--- config.mk ---
export PLATFORM = sky130hd
export DESIGN_NAME = rmii_rx_framer
export DESIGN_NICKNAME = d
export VERILOG_FILES = /design/src/rtl/rmii_rx_framer.sv
export SDC_FILE = /design/constraint.sdc
export NUM_CORES = 1
export LEC_CHECK = 0
export CAP_MARGIN = 15
export CORE_MARGIN = 1
export CORE_UTILIZATION = 60
export DETAILED_ROUTE_END_ITERATION = 10
export PLACE_DENSITY = 0.83
export SETUP_SLACK_MARGIN = 0.4
export SKIP_CTS_REPAIR_TIMING = 1
export SYNTH_ARGS = -nofsm -noshare
export SYNTH_HDL_FRONTEND = slang
export SYNTH_SLANG_ARGS = --single-unit
--- constraint.sdc ---
create_clock -name REF_CLK -period 10.9 [get_ports REF_CLK]
set_clock_uncertainty 0.15 [all_clocks]
set_input_delay 2.18 -clock REF_CLK [delete_from_list [all_inputs] [get_ports REF_CLK]]
set_output_delay 2.18 -clock REF_CLK [all_outputs]
set_load 0.02 [all_outputs]
--- src/rtl/rmii_rx_framer.sv ---
// RMII/MII receive framer: hunts preamble/SFD, writes LSB-first bytes plus one
// status trailer per frame to the RX FIFO, and keeps gray-coded monitor counters.
module rmii_rx_framer #(
  parameter int DW      = 2,
  parameter int MIN_LEN = 64,
  parameter int MAX_LEN = 1518,
  parameter int CNT_W   = 16
) (
  input  logic             REF_CLK,
  input  logic             arst,
  input  logic             CRS,
  input  logic [DW-1:0]    RXD,
  input  logic             fifo_afull,
  output logic [7:0]       fifo_din,
  output logic             fifo_wren,
  output logic             fifo_EOD_in,
  output logic [CNT_W-1:0] succ_rx_count_gray,
  output logic [CNT_W-1:0] buff_OF_count_gray,
  output logic [CNT_W-1:0] crc_err_count_gray,
  output logic [CNT_W-1:0] len_err_count_gray
);

  localparam logic [1:0]  PH_LAST     = 2'(8 / DW - 1);
  localparam logic [10:0] MIN_L       = 11'(MIN_LEN);
  localparam logic [10:0] MAX_L       = 11'(MAX_LEN);
  localparam logic [7:0]  SFD         = 8'hD5;
  localparam logic [31:0] CRC_INIT    = 32'hFFFFFFFF;
  localparam logic [31:0] CRC_RESIDUE = 32'hDEBB20E3;

  typedef enum logic [2:0] {S_IDLE, S_PRE, S_BODY, S_END, S_DROP} state_t;

  state_t           r_state;
  logic [7:0]       r_sh;
  logic [1:0]       r_phase;
  logic [10:0]      r_len;
  logic [31:0]      r_crc;
  logic             r_ovf;
  logic             r_align;
  logic [CNT_W-1:0] r_succ_cnt;
  logic [CNT_W-1:0] r_bof_cnt;
  logic [CNT_W-1:0] r_crc_cnt;
  logic [CNT_W-1:0] r_len_cnt;

  logic [7:0]       w_sh_nxt;
  logic             w_byte_done;
  logic             w_crc_err;
  logic             w_len_err;
  logic             w_good;

  function automatic logic [31:0] crc32_byte(input logic [31:0] c, input logic [7:0] b);
    logic [31:0] r;
    r = c ^ {24'd0, b};
    for (int k = 0; k < 8; k++) begin
      r = r[0] ? ((r >> 1) ^ 32'hEDB88320) : (r >> 1);
    end
    return r;
  endfunction

  function automatic logic [CNT_W-1:0] to_gray(input logic [CNT_W-1:0] b);
    return b ^ (b >> 1);
  endfunction

  // The wire bit order is LSB first, so new symbols enter at the top.
  assign w_sh_nxt    = {RXD, r_sh[7:DW]};
  assign w_byte_done = (r_phase == PH_LAST);
  assign w_crc_err   = (r_crc != CRC_RESIDUE);
  assign w_len_err   = (r_len < MIN_L) || (r_len > MAX_L);
  assign w_good      = !(r_ovf || r_align || w_len_err || w_crc_err);

  always_ff @(posedge REF_CLK or posedge arst) begin
    if (arst) begin
      r_state     <= S_IDLE;
      r_sh        <= 8'd0;
      r_phase     <= 2'd0;
      r_len       <= 11'd0;
      r_crc       <= 32'd0;
      r_ovf       <= 1'b0;
      r_align     <= 1'b0;
      r_succ_cnt  <= '0;
      r_bof_cnt   <= '0;
      r_crc_cnt   <= '0;
      r_len_cnt   <= '0;
      fifo_din    <= 8'd0;
      fifo_wren   <= 1'b0;
      fifo_EOD_in <= 1'b0;
    end else begin
      r_sh        <= w_sh_nxt;
      fifo_wren   <= 1'b0;
      fifo_EOD_in <= 1'b0;
      case (r_state)
        S_IDLE: begin
          if (CRS) begin
            if (fifo_afull) begin
              r_bof_cnt <= r_bof_cnt + CNT_W'(1);
              r_state   <= S_DROP;
            end else begin
              r_state <= S_PRE;
            end
          end
        end
        S_PRE: begin
          if (!CRS) begin
            r_state <= S_IDLE;
          end else if (w_sh_nxt == SFD) begin
            r_state <= S_BODY;
            r_phase <= 2'd0;
            r_crc   <= CRC_INIT;
            r_len   <= 11'd0;
            r_ovf   <= 1'b0;
            r_align <= 1'b0;
          end
        end
        S_BODY: begin
          r_phase <= w_byte_done ? 2'd0 : r_phase + 2'd1;
          if (w_byte_done && fifo_afull) begin
            r_ovf   <= 1'b1;
            r_state <= S_END;
          end else begin
            if (w_byte_done) begin
              fifo_din  <= w_sh_nxt;
              fifo_wren <= (r_len < MAX_L);
              r_len     <= (&r_len) ? r_len : r_len + 11'd1;
              r_crc     <= crc32_byte(r_crc, w_sh_nxt);
            end
            // A byte completing on the same edge as the carrier drop is whole.
            if (!CRS) begin
              r_align <= !w_byte_done && (r_phase != 2'd0);
              r_state <= S_END;
            end
          end
        end
        S_END: begin
          fifo_din    <= {4'b0000, r_ovf, r_align, w_len_err, w_crc_err};
          fifo_wren   <= 1'b1;
          fifo_EOD_in <= 1'b1;
          if (w_good)               r_succ_cnt <= r_succ_cnt + CNT_W'(1);
          if (w_crc_err)            r_crc_cnt  <= r_crc_cnt + CNT_W'(1);
          if (w_len_err || r_align) r_len_cnt  <= r_len_cnt + CNT_W'(1);
          if (r_ovf)                r_bof_cnt  <= r_bof_cnt + CNT_W'(1);
          r_state <= CRS ? S_DROP : S_IDLE;
        end
        S_DROP: begin
          if (!CRS) r_state <= S_IDLE;
        end
        default: r_state <= S_IDLE;
      endcase
    end
  end

  // Registered gray copies are the only counter view crossing to the user domain.
  always_ff @(posedge REF_CLK or posedge arst) begin
    if (arst) begin
      succ_rx_count_gray <= '0;
      buff_OF_count_gray <= '0;
      crc_err_count_gray <= '0;
      len_err_count_gray <= '0;
    end else begin
      succ_rx_count_gray <= to_gray(r_succ_cnt);
      buff_OF_count_gray <= to_gray(r_bof_cnt);
      crc_err_count_gray <= to_gray(r_crc_cnt);
      len_err_count_gray <= to_gray(r_len_cnt);
    end
  end

endmodule

### Yosys cells after proc, flatten, opt, wreduce, memory -nomap -nowiden

Cells that the tools add are included.
W data, S select, Z words.

* bits in registers: 196
* bits in latches: 0
* RAM bits: 0
* ROM bits: 0
* input bits: 6
* output and inout bits: 74
* logic and storage cells: 136
* memories kept: 0

* add/subtract/negate cells: 6
* multiply operators: 0
* div/mod/pow operators: 0
* order comparisons: 3
* equality and inequality tests: 20
* shift operators: 0
* mux-type cells: 50
* bitwise logic cells: 14
* reduce and logical (&&, ||, !) cells: 25

Operators with widths (count)
* $mux W32: 12
* $not A13 Y14: 8
* $add A16 B1 Y16 const B: 4
* $pmux W32 S2: 1
* $xor A16 B15 Y16: 4
* $mux W11: 5
* $mux W16: 3
* $ne A32 B32 Y1 const B: 1
* $pmux W16 S2: 1
* $xor A32 B8 Y32: 1
* $mux W3: 8
* $ne A2 B2 Y1 const B: 11
* $pmux W11 S2: 1
* $mux W8: 2
* $pmux W8 S2: 1
* $pmux W3 S5: 1
* $reduce_and A4 Y1: 3
* $add A11 B1 Y11 const B: 1
* $gt A11 B11 Y1 const B: 1
* $lt A11 B11 Y1 const B: 1
* $lt A11 B7 Y1 const B: 1
* $reduce_and A11 Y1: 1
* $reduce_and A5 Y1: 2
* $eq A8 B8 Y1 const B: 1
* other kinds (19): 43

### Logic depth before layout (Yosys ltp)

Gate-level depths: netlist (run 1).

* depth after elaboration: 20
* depth in mapped cells: 7
* depth with buffers taken out: 6

### Worst setup path after synthesis (run 1)

Ideal clock, no wire load.

* kind: input-to-reg
* from: input port RXD[1]
* to: register r_crc[26]
* setup time: 0.137 ns
* arrival time: 3.447 ns
* slack: 7.166 ns
* stages: 5
* path buffers: 0
* cells stage by stage: xnor2_1 > xnor2_1 > xor2_1 > xor2_1 > a21oi_1

* longest elaborated chain between the ends: 13
* elaborated cells between the ends (all ways): 16
* those cells by class: 2 x eq/ne; 11 x mux; 2 x bitwise; 1 x reduce/logical

Ends and longest elaborated chain
* start: declaration: RTL line 12 `input logic [DW-1:0] RXD,`
* $xor A32 B8 Y32: RTL line 52 `r = c ^ {24'd0, b};`
* $mux W32: RTL line 54 `r = r[0] ? ((r >> 1) ^ 32'hEDB88320) : (r >> 1);`
* $not A13 Y14 (no source line)
* $mux W32 (7 in series): RTL line 54
* $mux W32: RTL line 119 `if (w_byte_done) begin`
* $mux W32: RTL line 115 `if (w_byte_done && fifo_afull) begin`
* $pmux W32 S2: RTL line 90 `case (r_state)`
* end signal: assignment: RTL line 123 `r_crc <= crc32_byte(r_crc, w_sh_nxt);`
* end: declaration: RTL line 36 `logic [31:0] r_crc;`

Several ways; a longest one is shown, not always the timed one. The select of a mux whose other input is x is not followed.
A chain may end at the register's enable or synchronous reset.

### Worst setup path in the final report (run 1)

* from: input port fifo_afull
* to: register r_len[5]

* longest elaborated chain between the ends: 3

Ends and longest elaborated chain
* start: declaration: RTL line 13 `input logic fifo_afull,`
* $logic_and A1 B1 Y1: RTL line 115
* $ne A2 B2 Y1 (no source line)
* $reduce_and A6 Y1 (no source line)
* end signal: assignment: RTL line 122 `r_len <= (&r_len) ? r_len : r_len + 11'd1;`
* end: declaration: RTL line 35 `logic [10:0] r_len;`

Every way passes these cells.

==> results of run 1 <==
-- worst max-delay path, delay by kind of cell --
family | cells | cell delay (ns)
AND/OR/NAND/NOR | 3 | 1.47
AO/OA/AOI/OAI | 2 | 0.39
buffers and inverters | 1 | 0.52
-- final cells by class --
class	instances	area, µm²	area share [%]
Clock buffer	17	425	4.16
Clock inverter	13	235	2.30
Sequential cell	194	4850	47.5
Tap cell	180	225	2.20
Inverter	11	46.3	0.453
Timing Repair Buffer	84	856	8.37
Multi-Input combinational cell	454	3580	35.0
-- state kept, by name, summed over array words and instances, names as in the netlist --
signal	cells
r_crc	32
buff_OF_count_gray	16
crc_err_count_gray	16
len_err_count_gray	16
r_bof_cnt	16
r_crc_cnt	16
r_len_cnt	16
r_succ_cnt	16
succ_rx_count_gray	16
r_len	11
fifo_din	8
r_sh	6
r_state	3
r_phase	2
fifo_EOD_in	1
fifo_wren	1
r_align	1
r_ovf	1
-- worst paths after layout --
check	slack, ns	depth (start not counted)	to	startpoint
setup / recovery	6.53	6	r_len[5]	fifo_afull
hold reg to reg	0.30	0	buff_OF_count_gray[15]	r_bof_cnt[15]
max in group asynchronous	7.02	4	crc_err_count_gray[15]	arst
hold / removal	0.30	0	buff_OF_count_gray[15]	r_bof_cnt[15]
min in group asynchronous	2.00	2	succ_rx_count_gray[7]	arst
setup reg to reg	8.02	5	r_len[5]	r_state[1]
-- through the flow --
step	hold slack, ns	util (%)	setup slack [ns]	power [mW]
4_1_cts	0.295	73.3	6.37	1.61
3_5_place_dp	0.270	68.5	5.96	0.921
2_1_floorplan	0.256	-	3.29	0.872
5_1_grt	0.309	73.7	6.35	1.66
6_report	0.299	73.7	6.53	1.61
3_3_place_gp	0.271	68.5	6.08	0.917
-- metal layers --
| layer | up-vias | wire length, µm | global-route usage (%) |
|---|---|---|---|
| li1 | 2535 | - | - |
| met1 | 2796 | 7490 | 33.3 |
| met2 | 124 | 8630 | 41.5 |
| met3 | 30 | 575 | 5.36 |
| met4 | 0 | 435 | 10.3 |
| met5 | - | 0 | 0 |
-- cell usage in the layout (no fill, tap or decap), types with 3 or more instances in the layout --
cell type / instances
nand2_1: 37
nand4b_1: 3
nor3_1: 8
o21ai_0: 13
xnor2_1: 90
clkbuf_16: 17
nand3_1: 24
a21oi_1: 27
ha_1: 58
o22a_1: 13
nor2_2: 8
xor2_1: 43
mux2_2: 3
clkdlybuf4s50_1: 79
dfrtp_1: 194
a31oi_1: 6
a22o_1: 5
and2_1: 3
nand4_1: 16
and4_1: 4
inv_1: 10
clkinv_4: 4
nor2b_1: 4
and3_1: 11
nor2_1: 33
bufinv_16: 6
-- report_power, final --
part / leakage (nW) / internal (mW) / total, mW / switching [mW]
Clock: 0.315 / 0.429 / 0.696 / 0.267
Combinational: 1.96 / 0.0634 / 0.144 / 0.0808
Sequential: 2.63 / 0.746 / 0.768 / 0.0220
Total: 4.91 / 1.24 / 1.61 / 0.370
-- cell families after synthesis --
group                    count (synthesis)  synth area share (%)
flip-flops                             194                  56.8
AND/OR/NAND/NOR                        173                  11.6
XOR/XNOR                               138                  14.6
AO/OA/AOI/OAI                           79                  6.32
adder cells (fa/ha/maj)                 58                  8.49
buffers and inverters                   26                  1.33
multiplexers                             6                 0.805
==> metrics, run 1 <==
Critical Path Fanout Max 26; GP Congestion about 0.88; routed vias approximately 5500; cells along the critical path clkdlybuf4s50_1 > nor2b_1 > and2_1 > o31ai_1 > or3_1 > a21oi_1; total track usage around 25%; Synth top area share approximately 57%; area grow syn2layout 19.6%; share of cells above drive strength 1 roughly 8.3%; EDFF count, synth 0; Clock transition at path regs about 0.070 ns; FF+latch count, synth 194; TritonRoute pass-1 iters 5; placed cell count 920; outcome complete, no violations; Seq/Total Area, Yosys 56.8%; CTS root buf clkbuf_16; type of the worst setup path input port to register; leading area contributor after synthesis dfrtp_1; ys async rst share 100%; Slowest-stage cell, CP and2_1; number of global-route vias before repair 5724; WP data arrival roughly 4.6 ns; filler instances 875; Synth Area per Inst around 13 µm²; TritonCTS clock tree built; Area contributors post-synth dfrtp_1 57%, xnor2_1 9.2%, ha_1 8.5%, xor2_1 4.4%, nand2_1 1.6%; unrepaired setup endpoints after global routing false; top-count cell post-synth dfrtp_1; Port Buffers 79; HPWL after detailed placement between 10000 and 15000 µm; starting density of the core 61.6%; core footprint 13900 µm²; Synth Instances 674; slew at the pin closest to its max-slew limit between 0.9 and 1 ns; Post-Syn Nets approximately 740; Setup crit start kind input port; worst path required time 11.11 ns; pwr/cell area around 160 nW/µm²; DRC violations left 0; Worst VDD drop 115 µV; max-cap viol count 0; I/O Pins 80; Tmin final ~4.4 ns; Final Setup Violations 0; Clock Sinks 194; maximum buffer depth of the clock tree 2; DR vias/cell 5.76; FMAX between 200 and 250 MHz; post-route ant nets 0; Die Ht between 100 and 150 µm; final WL approximately 17000 µm; Pins Over Slew Limit 0; non-filler cells, final 953; Final period util between 40% and 50%; Mapped Area 8550 µm²; Nets between 800 and 900; Setup TNS 0 ns; drt initial violations 400; CTS buffer count 17; initial antenna violation count 0; Synth Warn # 0; clk_lat worst skew about 0.43 ns; worst hold-check path type register to register; max_slew headroom a little under two fifths; Die Area ~15000 µm²; post-route cell area just over 10000 µm²; Top FF cell, synth dfrtp_1; H-tree levels 4; die width approximately 120 µm; Leak around 4.9 nW; Cell variety after synth between 60 and 70; Worst path max stage delay approximately 0.8 ns; largest net degree at the start of global routing approximately 130; gr ovfl total 0; drt wl/cell 18.0 µm; first-pass GRT wire length about 29000 µm; ANT cells 0; CP Capture Type register; Hold Vio Cnt, Final 0; leading cell types by count after synthesis 194 x dfrtp_1, 90 x xnor2_1, 58 x ha_1, 43 x xor2_1, 37 x nand2_1; # rows 43; placed cell areas about 9500 µm²
No activity file was read; power rests on OpenSTA's default activity.
==> run 2, diff against run 1 <==
- CORE_UTILIZATION: 60 -> 52
- PLACE_DENSITY: 0.83 -> 0.76
- clock period: 10.9 -> 4 ns (I/O delays scaled with it)
==> metrics, run 2 (synthesized netlist as in run 1, its figures left out) <==
Final Total Pwr between 4 and 5 mW; type of the worst setup path input port to register; CTS root buf clkbuf_16; Leak around 4.9 nW; CTS buffer count 17; H-tree levels 4; first-pass GRT wire length roughly 28000 µm; Worst VDD drop 310 µV; Critical Path Fanout Max 17; WP data arrival between 2 and 3 ns; maximum buffer depth of the clock tree 2; most flop-heavy register r_crc; area grow syn2layout 19.4%; GP Congestion 0.888; gr ovfl total 0; Setup crit start kind input port; TritonRoute pass-1 iters 5; Final period util between 60% and 70%; FMAX approximately 370 MHz; Largest register FFs 32; ANT cells 0; Nets 830; die width 130 µm; TritonCTS clock tree built; Tmin final between 2 and 3 ns; routed vias 5407; worst path required time 4.17 ns; Final Setup Violations 0; commonest non-fill, non-tap cell in the layout dfrtp_1; largest net degree at the start of global routing approximately 120; filler instances 1185; Clock transition at path regs about 0.070 ns; Port Buffers approximately 80; initial antenna violation count 0; max-cap viol count 0; core footprint between 15000 and 20000 µm²; drt initial violations roughly 380; DRC violations left 0; number of global-route vias before repair ~5400; Pins Over Slew Limit 0; DR vias/cell 5.43; pwr/cell area 408 nW/µm²; clk_lat worst skew around 0.43 ns; Setup TNS 0 ns; post-route ant nets 0; total track usage a little over a fifth; share of cells above drive strength 1 8.86%; most frequent cells in the layout 194 x dfrtp_1, 90 x xnor2_1, 79 x clkdlybuf4s50_1; # rows 46; outcome complete, no violations; Hold Vio Cnt, Final 0; worst hold-check path type register to register; starting density of the core 53.6%; unrepaired setup endpoints after global routing false; HPWL after detailed placement 11700 µm; Die Ht around 130 µm; Clock Sinks 194; final WL approximately 17000 µm; I/O Pins 80; CP Capture Type register; max_slew headroom around 47%; Die Area 17000 µm²; drt wl/cell roughly 17 µm; slew at the pin closest to its max-slew limit roughly 0.79 ns
## run 2: cell count changes in the layout (fill, tap and decap cells not counted), moves of 3 or more
cell	previous run	this run
buf_4	2	8
bufinv_16	6	2
clkinv_4	4	0
clkinvlp_4	2	6
inv_6	1	4
## run 2: critical path, stage by stage
cell and delay, ns:
clkdlybuf4s50_1 0.52, nor2b_1 0.26, nand2_1 0.44, a2111oi_1 0.57, xnor2_1 0.18, nor2_1 0.06
## run 2: per-layer routing
layer	up-vias	wire length [µm]	GRT usage (%)
met5	-	0	0
met4	0	287	6.43
met3	23	632	4.35
met2	158	8150	34.4
met1	2693	7710	29.8
li1	2533	-	-
## run 2: cell type report
class	count	area (µm²)	area share [%]
Clock buffer	18	429	4.20
Tap cell	216	270	2.65
Multi-Input combinational cell	454	3580	35.1
Clock inverter	14	154	1.51
Inverter	11	45.0	0.441
Sequential cell	194	4850	47.6
Timing Repair Buffer	88	871	8.53
## run 2: per-stage QoR
step | setup slack [ns] | utilization, % | instance area, µm² | instances | hold slack, ns
6_report | 1.33 | 64.0 | 10200 | 995 | 0.297
5_1_grt | 1.19 | 64.0 | 10200 | 995 | 0.306
4_1_cts | 1.38 | 64.0 | 10200 | 995 | 0.301
3_5_place_dp | 0.923 | 60.4 | 9620 | 963 | 0.273
3_3_place_gp | 1.02 | 60.4 | 9620 | 963 | 0.272
2_1_floorplan | 0.546 | - | 8550 | 674 | 0.256
## run 2: worst paths after layout
kind	startpoint	endpoint	slack, ns	depth (start not counted)
worst max-delay path	fifo_afull	r_len[7]	1.33	6
worst min-delay path	r_len_cnt[15]	len_err_count_gray[15]	0.30	0
worst max register to register	r_state[1]	r_len[7]	1.35	5
worst min register to register	r_len_cnt[15]	len_err_count_gray[15]	0.30	0
max in group asynchronous	arst	r_crc[9]	2.44	3
min in group asynchronous	arst	succ_rx_count_gray[13]	0.72	3
## run 2: power by group
part | total, mW | switching (mW) | internal, mW
sequential | 2.09 | 0.0587 | 2.03
clock | 1.68 | 0.755 | 0.930
combinational | 0.394 | 0.220 | 0.174
==> run 3, diff against run 2 <==
- CORE_UTILIZATION: 52 -> 57
- PLACE_DENSITY: 0.76 -> 0.79
- clock period: 4 -> 2.7 ns (I/O delays scaled with it)
==> metrics, run 3 (synthesized netlist as in run 1, its figures left out) <==
Pins Over Slew Limit 0; Top Layer Used met4; WP data arrival 2.53 ns; Port Buffers 79; final WL between 15000 and 20000 µm; Leak between 5 and 6 nW; Final Setup Violations 0; WL met2 roughly 8500 µm; worst reg2reg setup slack about 0.33 ns; TritonCTS clock tree built; largest net degree at the start of global routing 84; Sequential Power Share between 50 and 60%; most frequent cells in the layout 193 x dfrtp_1, 89 x xnor2_1, 79 x clkdlybuf4s50_1; I/O Pins 80; post-route ant nets 0; CTS root buf clkbuf_16; Die Area 15500 µm²; Critical Path Fanout Max 5; gr ovfl total 0; Nets ~850; Hold Vio Cnt, Final 0; slew at the pin closest to its max-slew limit 0.835 ns; HPWL after detailed placement around 12000 µm; H-tree levels 4; P_int between 4 and 5 mW; max_slew headroom between 40 and 50%; max-cap viol count 0; NetSw ~1.5 mW; DR WL met3 between 500 and 600 µm; commonest non-fill, non-tap cell in the layout dfrtp_1; starting density of the core just under 60%; worst path required time between 2 and 3 ns; Die Ht between 100 and 150 µm; Setup crit start kind register; Clock Sinks roughly 190; Clock transition at path regs around 0.070 ns; Setup TNS 0 ns; sw frac between 20% and 30%; wl on met1 7830 µm; ANT cells 0; initial antenna violation count 0; first-pass GRT wire length just under 30000 µm; clk_lat worst skew about 0.42 ns; maximum buffer depth of the clock tree 2; Final period util between 80% and 90%; drt initial violations 307; total track usage about a quarter; Worst VDD drop 467 µV; GP Congestion 0.896; worst hold-check path type register to register; number of global-route vias before repair around 5700; DRC violations left 0; drt wl/cell 17.5 µm; share of cells above drive strength 1 11.9%; CTS buffer count 17; area grow syn2layout 21.6%; unrepaired setup endpoints after global routing true; pwr/cell area 579 nW/µm²; Final Total Pwr between 6 and 7 mW; type of the worst setup path register to register; outcome complete, no violations; TritonRoute pass-1 iters 5; FMAX ~420 MHz; CP Capture Type register; Tmin final ~2.4 ns; Largest register FFs 32; die width approximately 120 µm; DR vias/cell 5.63; most flop-heavy register r_crc; Clk pwr share between 30% and 40%; # rows 44; routed vias between 5000 and 6000; core footprint roughly 15000 µm²; Comb power frac 9.8%
-- run 3: cell count changes in the layout (fill, tap and decap cells not counted), sizes merged --
cell / delta
buf: +18
clkbuf: +5
clkinvlp: -4
bufinv: -2
clkinv: +2
inv: -1
nand4: +1
-- run 3: final cells by class --
class / instances / area [µm²]
repair buffers: 106 / 1060
flip-flops and latches: 194 / 4860
clock inverters: 9 / 70.1
fillers: 958 / 4190
inverters: 11 / 45.0
well taps: 184 / 230
multi-input cells: 455 / 3660
clock buffers: 23 / 478
-- run 3: power by group through the flow --
stage	registers, mW	logic [mW]	clock network (mW)
2_1_floorplan	3.18	0.341	0
3_3_place_gp	3.14	0.587	0
3_5_place_dp	3.15	0.592	0
4_1_cts	3.10	0.598	2.38
5_1_grt	3.11	0.655	2.50
6_report	3.10	0.590	2.33
-- run 3: routing by layer --
layer  GRT usage [%]  vias up
li1                -     2581
met1            32.4     2808
met2            37.7      119
met3            4.25       22
met4            7.02        0
met5               0        -
-- run 3: path summary, 6_finish.rpt --
kind | startpoint | endpoint | depth (start not counted)
max | r_crc[10] | r_succ_cnt[1] | 6
min | r_len_cnt[15] | len_err_count_gray[15] | 0
max reg2reg | r_crc[10] | r_succ_cnt[1] | 6
min reg2reg | r_len_cnt[15] | len_err_count_gray[15] | 0
max in group asynchronous | arst | r_bof_cnt[12] | 3
min in group asynchronous | arst | r_succ_cnt[11] | 3
-- run 3: critical path, stage by stage (launching register included) --
cell,delay (ns)
dfrtp_1,0.42
or4_4,0.56
nor4_4,0.28
buf_4,0.19
nand4_4,0.17
buf_4,0.19
mux2_4,0.29
-- run 3: per-stage QoR --
stage / instance area (µm²) / util, % / worst slack, ns / hold slack [ns] / cells
global route: 10400 / 71.3 / 0.289 / 0.316 / 982
global placement: 9700 / 66.5 / 0.123 / 0.270 / 943
finish: 10400 / 71.3 / 0.331 / 0.296 / 982
detailed placement: 9700 / 66.5 / 0.0331 / 0.281 / 943
floorplan: 8550 / - / -0.494 / 0.256 / 674
CTS: 10200 / 70.2 / 0.242 / 0.297 / 975
